**config.mk**
```make
export PLATFORM = sky130hd
export DESIGN_NAME = pic_inta_sequencer_flat
export DESIGN_NICKNAME = d
export VERILOG_FILES = /design/src/rtl/pic_inta_sequencer_pkg.sv /design/src/rtl/pic_inta_sequencer_if.sv /design/src/rtl/pic_inta_sequencer_sync2.sv /design/src/rtl/pic_inta_sequencer.sv /design/src/flat_wrapper.sv
export SDC_FILE = /design/constraint.sdc
export NUM_CORES = 1
export LEC_CHECK = 0
export ABC_AREA = 1
export CORE_MARGIN = 2
export CORE_UTILIZATION = 34
export CTS_CLUSTER_SIZE = 24
export DETAILED_ROUTE_END_ITERATION = 16
export GPL_ROUTABILITY_DRIVEN = 0
export SLEW_MARGIN = 10
export SYNTH_ARGS = -nofsm -noshare
export SYNTH_HDL_FRONTEND = slang
export SYNTH_HIERARCHICAL = 1
export SYNTH_SLANG_ARGS = --single-unit
```
**constraint.sdc**
```tcl
create_clock -name clk -period 2.6 [get_ports clk]
set_input_delay 0.26 -clock clk [delete_from_list [all_inputs] [get_ports clk]]
set_output_delay 0.26 -clock clk [all_outputs]
set_load 0.1 [all_outputs]
```
**src/rtl/pic_inta_sequencer_pkg.sv**
```systemverilog
// ============================================================================
// Module   : pic_inta_sequencer_pkg
// Purpose  : Shared state encodings and constants for the INTA sequencer.
// Revision : 1.0
// ============================================================================
`default_nettype none

package pic_inta_sequencer_pkg;

    typedef enum logic [2:0] {
        ST_IDLE  = 3'd0,
        ST_PULSE = 3'd1,
        ST_GAP   = 3'd2,
        ST_VALID = 3'd3,
        ST_REARM = 3'd4
    } state_t;

    localparam logic [7:0] CALL_OPCODE = 8'hCD;
    localparam int         NPULSE_8086 = 2;
    localparam int         NPULSE_8080 = 3;

    function automatic int npulse(input bit mode_8086);
        return mode_8086 ? NPULSE_8086 : NPULSE_8080;
    endfunction

endpackage

`default_nettype wire

```
**src/rtl/pic_inta_sequencer_if.sv**
```systemverilog
// ============================================================================
// Module   : pic_inta_sequencer_if
// Purpose  : PIC-side INT/INTA/data signals plus the core-side vector handshake.
// Revision : 1.0
// ============================================================================
`default_nettype none

interface pic_inta_sequencer_if;
    logic        int_i;
    logic [7:0]  d_i;
    logic        inta_n;
    logic [15:0] vec_o;
    logic        vec_valid;
    logic        vec_ready;
    logic        op_err;

    modport master (
        input  int_i, d_i, vec_ready,
        output inta_n, vec_o, vec_valid, op_err
    );

    modport slave (
        output int_i, d_i, vec_ready,
        input  inta_n, vec_o, vec_valid, op_err
    );
endinterface

`default_nettype wire

```
**src/rtl/pic_inta_sequencer_sync2.sv**
```systemverilog
// ============================================================================
// Module   : pic_inta_sequencer_sync2
// Purpose  : Two-flop synchroniser for the asynchronous PIC INT line.
// Revision : 1.0
// ============================================================================
`default_nettype none

module pic_inta_sequencer_sync2 (
    input  wire logic clk,
    input  wire logic rst_n,
    input  wire logic d,
    output logic      q
);

    logic r_meta;
    logic r_sync;

    always_ff @(posedge clk) begin
        if (!rst_n) begin
            r_meta <= 1'b0;
            r_sync <= 1'b0;
        end else begin
            r_meta <= d;
            r_sync <= r_meta;
        end
    end

    assign q = r_sync;

endmodule

`default_nettype wire

```
**src/rtl/pic_inta_sequencer.sv**
```systemverilog
// ============================================================================
// Module   : pic_inta_sequencer
// Purpose  : Drives the 8259 INTA pulse train and hands the captured vector to the core.
// Revision : 1.0
// ============================================================================
`default_nettype none

module pic_inta_sequencer
    import pic_inta_sequencer_pkg::*;
#(
    parameter bit MODE_8086 = 1'b1,
    parameter int PULSE_CYC = 4,
    parameter int GAP_CYC   = 2
) (
    input  wire logic             clk,
    input  wire logic             rst_n,
    input  wire logic             en_i,
    output logic                  busy,
    pic_inta_sequencer_if.master  bus
);

    localparam int         c_npulse     = npulse(MODE_8086);
    localparam logic [1:0] c_last_pidx  = 2'(c_npulse - 1);
    localparam logic [3:0] c_pulse_load = 4'(PULSE_CYC - 1);
    localparam logic [3:0] c_gap_load   = 4'(GAP_CYC - 1);

    state_t      r_state;
    logic [3:0]  r_cnt;
    logic [1:0]  r_pidx;
    logic [7:0]  r_byte [3];

    logic        w_int_s;
    logic [7:0]  w_bytes [3];
    logic [15:0] w_vec;
    logic        w_err;

    pic_inta_sequencer_sync2 u_sync (
        .clk   (clk),
        .rst_n (rst_n),
        .d     (bus.int_i),
        .q     (w_int_s)
    );

    // The last byte is still on d_i at the capture edge, so the vector is built
    // from the stored bytes with the current slot overlaid by d_i.
    always_comb begin
        w_bytes         = r_byte;
        w_bytes[r_pidx] = bus.d_i;
        if (MODE_8086) begin
            w_vec = {8'h00, w_bytes[1]};
            w_err = 1'b0;
        end else begin
            w_vec = {w_bytes[2], w_bytes[1]};
            w_err = (w_bytes[0] != CALL_OPCODE);
        end
    end

    always_ff @(posedge clk) begin
        if (!rst_n) begin
            r_state       <= ST_IDLE;
            r_cnt         <= 4'd0;
            r_pidx        <= 2'd0;
            r_byte        <= '{default: 8'h00};
            bus.inta_n    <= 1'b1;
            bus.vec_o     <= 16'h0000;
            bus.vec_valid <= 1'b0;
            bus.op_err    <= 1'b0;
        end else begin
            case (r_state)
                ST_IDLE: begin
                    if (w_int_s && en_i) begin
                        r_state    <= ST_PULSE;
                        r_pidx     <= 2'd0;
                        r_cnt      <= c_pulse_load;
                        bus.inta_n <= 1'b0;
                    end
                end
                ST_PULSE: begin
                    if (r_cnt == 4'd0) begin
                        r_byte[r_pidx] <= bus.d_i;
                        bus.inta_n     <= 1'b1;
                        if (r_pidx == c_last_pidx) begin
                            r_state       <= ST_VALID;
                            bus.vec_o     <= w_vec;
                            bus.op_err    <= w_err;
                            bus.vec_valid <= 1'b1;
                        end else begin
                            r_state <= ST_GAP;
                            r_cnt   <= c_gap_load;
                        end
                    end else begin
                        r_cnt <= r_cnt - 4'd1;
                    end
                end
                ST_GAP: begin
                    if (r_cnt == 4'd0) begin
                        r_state    <= ST_PULSE;
                        r_pidx     <= r_pidx + 2'd1;
                        r_cnt      <= c_pulse_load;
                        bus.inta_n <= 1'b0;
                    end else begin
                        r_cnt <= r_cnt - 4'd1;
                    end
                end
                ST_VALID: begin
                    if (bus.vec_ready) begin
                        r_state       <= ST_REARM;
                        r_cnt         <= c_gap_load;
                        bus.vec_valid <= 1'b0;
                    end
                end
                ST_REARM: begin
                    // Hold off so the PIC has time to drop INT before we look again.
                    if (r_cnt == 4'd0) begin
                        r_state <= ST_IDLE;
                    end else begin
                        r_cnt <= r_cnt - 4'd1;
                    end
                end
                default: begin
                    r_state    <= ST_IDLE;
                    bus.inta_n <= 1'b1;
                end
            endcase
        end
    end

    assign busy = (r_state != ST_IDLE);

endmodule

`default_nettype wire
```
**src/flat_wrapper.sv**
```systemverilog
// flat-port wrapper written by rule: the top's interface ports become plain ports
module pic_inta_sequencer_flat import pic_inta_sequencer_pkg::*;
#(
    parameter bit MODE_8086 = 1'b1,
    parameter int PULSE_CYC = 4,
    parameter int GAP_CYC   = 2
)
  (clk, rst_n, en_i, busy, bus_int_i, bus_d_i, bus_vec_ready, bus_inta_n, bus_vec_o, bus_vec_valid, bus_op_err);
  pic_inta_sequencer_if bus_i ();
  input  wire logic clk;
  input  wire logic rst_n;
  input  wire logic en_i;
  output logic busy;
  input wire logic [$bits(bus_i.int_i)-1:0] bus_int_i;
  input wire logic [$bits(bus_i.d_i)-1:0] bus_d_i;
  input wire logic [$bits(bus_i.vec_ready)-1:0] bus_vec_ready;
  output wire logic [$bits(bus_i.inta_n)-1:0] bus_inta_n;
  output wire logic [$bits(bus_i.vec_o)-1:0] bus_vec_o;
  output wire logic [$bits(bus_i.vec_valid)-1:0] bus_vec_valid;
  output wire logic [$bits(bus_i.op_err)-1:0] bus_op_err;
  assign bus_i.int_i = bus_int_i;
  assign bus_i.d_i = bus_d_i;
  assign bus_i.vec_ready = bus_vec_ready;
  assign bus_inta_n = bus_i.inta_n;
  assign bus_vec_o = bus_i.vec_o;
  assign bus_vec_valid = bus_i.vec_valid;
  assign bus_op_err = bus_i.op_err;
  pic_inta_sequencer #(.MODE_8086(MODE_8086), .PULSE_CYC(PULSE_CYC), .GAP_CYC(GAP_CYC)) u_core (.clk(clk), .rst_n(rst_n), .en_i(en_i), .busy(busy), .bus(bus_i));
endmodule
```
Yosys cells after proc, flatten, opt, wreduce, memory -nomap -nowiden
Index checks and enable logic that the tools add are counted.
Word-level totals
  output and inout port bits: 20
  flip-flop bits (word level): 45
Cells by class
  bitwise logic cells: 2
  magnitude comparators: 2
  equal/unequal tests: 13
  add/sub/neg operators: 2
  muxes and demuxes: 28
  reduce and logical (&&, ||, !) cells: 16
Operator list (number)
  bitwise mux 24 bit: 1
  two-way mux 4 bit: 6
  case mux 4 bit (5 select lines): 1
  demux 8 bit (select 2 bit): 1
  two-way mux 3 bit: 5
  case mux 3 bit (5 select lines): 1
  != test 2 x 1 -> 1 bit, second input constant: 5
  AND reduction 5 bit: 2
  two-way mux 8 bit: 1
  AND reduction 4 bit: 2
  two-way mux 1 bit: 7
  equality test 3 x 2 -> 1 bit, second input constant: 2
  AND reduction 3 bit: 2
  nonzero test 5 bit: 1
  logical NOT 4 bit: 1
  two-way mux 2 bit: 2
  != test 2 bit, second input constant: 2
  case mux 1 bit (4 select lines): 1
  case mux 2 bit (2 select lines): 1
  nonzero test 2 bit: 2
  subtractor 4 x 1 -> 4 bit, second input constant: 1
  equality test 3 x 1 -> 1 bit, second input constant: 1
  equality test 3 bit, second input constant: 1
  greater-or-equal comparator 3 bit, second input constant: 1
  other kinds (12): 13

Depth between registers and ports, before layout
Gate-level depths: netlist of the first run.
  depth in word-level cells: 6
  depth in mapped cells: 11
  gate-level depth less buffers: 10

Hierarchy
Netlist of the first run, hierarchy kept.
Modules (own cells, without submodules)
  pic_inta_sequencer: cells each 182, instances 1, seq. area each 400.4 µm², area an instance 1201.2 µm²
  pic_inta_sequencer_sync2: cells each 6, instances 1, seq. area each 40.0 µm², area an instance 55.1 µm²

Worst setup path after synthesis of the first run
No wires, ideal clock.
  path kind: flip-flop to output port
  from: register u_core.r_state[1]
  to: output port busy
  arrival time: 1.214 ns
  buffers on the path: 0
  slack: 1.126 ns
  required time: 2.340 ns
  stages on the path, launching flop included: 3
  cells stage by stage: dfxtp_1 inv_1 nand2_1
On the way
  cells in the longest elaborated chain, start to end: 1
RTL lines
  start: declaration: RTL line pic_inta_sequencer.sv:27  | state_t r_state;
  start signal: assignment: RTL line pic_inta_sequencer.sv:60  | r_state <= ST_IDLE;
  start signal: assignment: RTL line pic_inta_sequencer.sv:72  | r_state <= ST_PULSE;
  start signal: assignment: RTL line pic_inta_sequencer.sv:83  | r_state <= ST_VALID;
  nonzero test 3 bit: RTL line pic_inta_sequencer.sv:128  | assign busy = (r_state != ST_IDLE);
  end: declaration: RTL line flat_wrapper.sv:13  | output logic busy;
No other way between the ends.

Final worst setup path of the first run
Ends and elaborated chain as after synthesis.

==> out/results.ini, run 1 <==
[placed_design]
place_ws_ps = 1030
portBuffers = 23
dp.final_hpwl_mm = 2.00
post_dp_cell_area_sq_mm = 0.00146

[route]
avgRoutedWirePerCell_um = 10.2
vias = 1137
via_per_inst = 4.37
drcViolationCount = 0
drtAntennaViolNets = 0
drtIter0Drc = 54
drt_first_pass_iters = 4
routed_wl_mm = 2.64

[timing]
fmax_mhz = 644
drv_slew = 0
timing.hold.ws_ps = 417
fin_tns_setup_ps = 0
setup_viol = 0
period_minus_slack_ps = 1550
finalHoldViolCount = 0
setup_slack_ps = 1050
rsz0062_at_grt = no
period_share_pct = 59.7
fin_skew_ps = 5.96

[global_route]
grt_first_pass_wirelength_mm = 4.67
grt_pass1_vias = 1066
gr-total-overflow = 0
grt_max_degree = 14
track_usage_pct = 14.2
antenna_found_initial = 0

[floorplanning]
coreArea_sq_mm = 0.00361
rows = 22
fp.dieArea_sq_mm = 0.00420
initial_utilization_pct = 34.8
ios = 33
die_x_um = 64.8
die_h_um = 64.8

[clock_network]
cts_tree = done
cts_max_level = 1
cts_buffers = 3
cts-resized-gates = 0
post_cts_buffers = 0
clockBufferDepth = 2
cts_sinks = 22
path_clk_slew_ps = 80
root_buffer = clkbuf_8
cts_hold_buf = 0
clock_latency_ps = 270

[power_and_ir_drop]
p_leak_nw = 0.746
power.density_mw_per_mm2 = 975
peakVddDrop_v = 0.000546

[yosys]
yosysWarnings = 6
synth.largest_area_cell = dfxtp_1
synth.area.top_cells = dfxtp_1 (35%), nand2_1 (14%), nor2_1 (9.9%)
synth_area_sq_mm = 0.00126
syn_area_per_cell_sq_um = 6.68
synth_cells = 188
ys_seq_elements = 22
yosysSeqAreaShare_pct = 35.1
synth.distinct_cells = 21
yosysTopAreaCellShare_pct = 35.1

[finish]
area_growth_pct = 21.5
mostFrequentLayoutCells = nand2_1 (48), nor2_1 (33), dfxtp_1 (22), inv_1 (17), o21ai_0 (14)
nets = 229
diodes = 0
finalInstanceArea_sq_mm = 0.00153
nFillCells = 406
final_common_cell = nand2_1
drive_gt1_share_pct = 15.6

[worst_setup_path]
arrival_ps = 1290
required_ps = 2340
worstSetupEndpointType = output port
crit_path_max_fanout = 7
critical_path_class = register to output port
start_kind = register

[min_path]
hold_path.class = register to register

[status]
status = finished, final reports clean

[run]
maxCapViolCount = 0

-- state kept, by name (all words and copies together), names as in the netlist --
| register | cells |
|---|---|
| u_core/bus.vec_o | 8 |
| u_core/r_cnt | 4 |
| u_core/r_state | 3 |
| u_core/r_pidx | 2 |
| u_core/bus.inta_n | 1 |
| u_core/bus.vec_valid | 1 |
| u_core/r_byte | 1 |
| u_core/u_sync/q | 1 |
| u_core/u_sync/r_meta | 1 |
-- path summary, 6_finish.rpt --
kind	from	slack, ps	depth (start not counted)	end
worst max register to register	u_core/r_cnt[0]$_SDFFE_PN0P_	1060	10	u_core/r_cnt[3]$_SDFFE_PN0P_
worst max-delay path	u_core/r_state[1]$_SDFFE_PN0P_	1050	3	busy
worst min-delay path	u_core/u_sync/r_meta$_SDFF_PN0_	420	2	u_core/u_sync/q$_SDFF_PN0_
worst min register to register	u_core/u_sync/r_meta$_SDFF_PN0_	420	2	u_core/u_sync/q$_SDFF_PN0_
-- power by group --
part	leakage, nW	switching, W	internal [W]	total, W
clock network	0.0357	0.000120	0.000206	0.000325
logic	0.531	0.000529	0.000196	0.000725
registers	0.179	0.0000467	0.000391	0.000438
-- through the flow --
| stage | instances | total power [W] | util (%) |
|---|---|---|---|
| 2_1_floorplan | 196 | 0.00104 | - |
| 5_1_grt | 260 | 0.00160 | 42.3 |
| 4_1_cts | 260 | 0.00150 | 42.3 |
| 6_report | 260 | 0.00149 | 42.3 |
| 3_3_place_gp | 256 | 0.00117 | 40.4 |
| 3_5_place_dp | 256 | 0.00117 | 40.4 |
-- cell families (layout without fill, tap and decap cells) --
| group | Yosys count | count (layout) | share of synthesized area, % |
|---|---|---|---|
| other | 1 | 9 | 0.299 |
| buffers and inverters | 32 | 48 | 14.0 |
| flip-flops | 22 | 22 | 35.1 |
| adder cells (fa/ha/maj) | 3 | 3 | 2.99 |
| AND/OR/NAND/NOR | 105 | 105 | 37.4 |
| AO/OA/AOI/OAI | 25 | 25 | 10.3 |
-- synth_stat cells, drive strengths merged --
cell / n
nand3: 12
o21ai: 15
ha: 3
inv: 20
nor2: 39
conb: 1
and2: 1
nand2: 53
a21oi: 10
buf: 12
dfxtp: 22
-- area by class of cell --
type	count	area [sq um]	share of cell area [%]
multi-input cells	142	669	43.9
well taps	48	60.1	3.93
clock buffers	3	41.3	2.70
flip-flops and latches	22	440	28.9
repair buffers	24	210	13.8
clock inverters	1	30.0	1.97
inverters	20	75.1	4.92
-- worst max-delay path: stages, from the launching register on --
cell and delay [ps]:
dfxtp_1 490, inv_1 150, nand2_1 100, buf_4 290
-- routing by layer --
layer / global-route usage (%) / wire [um] / up-vias
li1: - / - / 614
met1: 19.6 / 1300 / 498
met2: 21.5 / 1210 / 20
met3: 1.91 / 73 / 5
met4: 7.18 / 59 / 0
met5: 0 / 0 / -
Power figures use the tool's default switching activity.
==> run 2: changes to the inputs <==
Clock period 2.6 ns to 1.4 ns, I/O delays scaled along.
==> out/results.ini, run 2 (same netlist as run 1, synthesis figures left out) <==
[worst_setup_path]
critPathCapture = busy
cp.depth = 4  ; +1
worstSetupEndpointType = output port
startpoint = u_core/r_state[0]$_SDFFE_PN0P_
rrSetupSlack_ps = 80  ; -980 ps
required_ps = 1260  ; -1080 ps
start_kind = register
crit_top_cell = buf_12
crit_chain = buf_12, nor2_4, nand2_1, buf_12
crit_path_max_fanout = 7  ; unchanged
reg2reg_from = u_core/r_state[0]$_SDFFE_PN0P_
arrival_ps = 1190  ; -100 ps
r2r_end = u_core/bus.inta_n$_SDFFE_PN1P_
crit_buf_inv = 2  ; unchanged
slowest_stage = dfxtp_2
critical_path_class = register to output port
crit_family = flip-flops
r2r_cells = 9  ; -1
cpPeakStageDelay_ps = 330  ; -160 ps

[finish]
largest_registers = u_core/bus.vec_o: 8 flops, u_core/r_cnt: 4 flops, u_core/r_state: 3 flops
nets = 239  ; +4.4%
nFillCells = 362  ; -11%
finalInstanceArea_sq_mm = 0.00180  ; +18%
drive_gt1_share_pct = 24.8  ; +9.2 points
mostFrequentLayoutCells = nand2_1 (46), nor2_1 (31), dfxtp_1 (19), inv_1 (14)
final_common_cell = nand2_1
area_growth_pct = 43.4
diodes = 0  ; unchanged
regMostFlops = u_core/bus.vec_o
largest_reg_flops = 8  ; unchanged

[power_and_ir_drop]
p_leak_nw = 0.833  ; +12%
peakVddDrop_v = 0.00120  ; +120%
power.density_mw_per_mm2 = 1720  ; +76%

[timing]
period_share_pct = 94.7
fmax_mhz = 754
finalHoldViolCount = 0  ; unchanged
setup_slack_ps = 74.0  ; -973 ps
fin_skew_ps = 8.44  ; +2.48 ps
rsz0062_at_grt = yes
setup_viol = 0  ; unchanged
period_minus_slack_ps = 1330
drv_slew = 0  ; unchanged

[clock_network]
cts_max_level = 1  ; unchanged
cts_tree = done
root_buffer = clkbuf_8
cts_hold_buf = 0  ; unchanged
clockBufferDepth = 2  ; unchanged
clock_latency_ps = 270  ; about the same
path_clk_slew_ps = 90  ; about the same
cts_buffers = 3  ; unchanged
cts_sinks = 22  ; unchanged

[floorplanning]
rows = 22  ; unchanged
initial_utilization_pct = 34.8  ; unchanged
fp.dieArea_sq_mm = 0.00420  ; unchanged
die_h_um = 64.8  ; unchanged
die_x_um = 64.8  ; unchanged
ios = 33  ; unchanged
coreArea_sq_mm = 0.00361  ; unchanged

[route]
via_per_inst = 4.37  ; about the same
drtIter0Drc = 40  ; -26%
avgRoutedWirePerCell_um = 10.1  ; -0.93%
drcViolationCount = 0  ; unchanged
drt_first_pass_iters = 4  ; unchanged
drtAntennaViolNets = 0  ; unchanged
vias = 1181  ; +3.9%
routed_wl_mm = 2.72  ; +2.9%

[placed_design]
portBuffers = 23  ; unchanged
dp.final_hpwl_mm = 2.01  ; +0.29%
post_dp_cell_area_sq_mm = 0.00166  ; +14%
place_ws_ps = -20.5  ; -1060 ps

[global_route]
grt_first_pass_wirelength_mm = 4.57  ; -2.1%
grt_max_degree = 14  ; unchanged
grt_pass1_vias = 1044  ; -2.1%
gr-total-overflow = 0  ; unchanged
track_usage_pct = 14.1  ; -0.089 points
antenna_found_initial = 0  ; unchanged

[status]
status = finished, final reports clean

[min_path]
hold_start = bus_int_i
hold_path.class = input pin to register

[run]
maxCapViolCount = 0  ; unchanged

run 2: repair_timing:
action,CTS,global route
setup buffers,1,1
gates resized for setup,2,16
setup endpoints to repair,4,18
cloned,1,0
pin swaps,0,2
run 2: worst min-delay path by stage:
stage	endpoint	slack [ps]	cells past startpoint
final	u_core/u_sync/r_meta$_SDFF_PN0_	390	3
after floorplan	u_core/u_sync/q$_SDFF_PN0_	230	2
after global routing	u_core/u_sync/r_meta$_SDFF_PN0_	390	3
after CTS	u_core/u_sync/r_meta$_SDFF_PN0_	380	3
after detailed placement	u_core/u_sync/q$_SDFF_PN0_	400	2
after global placement	u_core/u_sync/q$_SDFF_PN0_	400	2
run 2: area by class of cell:
class / instances / area [sq um] / area share [%]
Clock buffer: 3 / 41.3 / 2.29
Sequential cell: 22 / 447 / 24.8
Inverter: 20 / 75.1 / 4.17
Clock inverter: 1 / 30.0 / 1.67
Tap cell: 48 / 60.1 / 3.33
Timing Repair Buffer: 33 / 428 / 23.7
Multi-Input combinational cell: 143 / 721 / 40.0
run 2: worst register-to-register path: stages, from the launching register on:
cell,delay [ps]
dfxtp_2,330
buf_12,130
nor2_4,150
nand2_1,100
inv_1,80
nand2_1,90
nand2_1,70
nor2_1,50
a21oi_1,140
nand2_1,70
run 2: through the flow:
step / TNS [ps] / power, W / util, % / cells / hold slack, ps
2_1_floorplan: 0 / 0.00193 / - / 196 / 233
3_3_place_gp: -24.9 / 0.00238 / 46.0 / 263 / 396
3_5_place_dp: -22.8 / 0.00238 / 46.0 / 263 / 395
4_1_cts: 0 / 0.00304 / 48.7 / 269 / 380
5_1_grt: -25.9 / 0.00331 / 50.0 / 270 / 387
6_report: 0 / 0.00310 / 50.0 / 270 / 389
run 2: metal layers:
metal | track usage (%) | vias to the layer above | share of wire [%] | routed length, um
met3 | 2.08 | 5 | 3.4 | 91
met5 | 0 | - | 0 | 0
li1 | - | 636 | - | -
met4 | 8.78 | 0 | 2.7 | 72
met1 | 18.9 | 519 | 50 | 1350
met2 | 21.1 | 21 | 44 | 1200
run 2: report_power, final:
part	switching, W	internal, W
registers	0.0000856	0.000728
logic	0.00108	0.000598
clock network	0.000222	0.000382
total	0.00139	0.00171
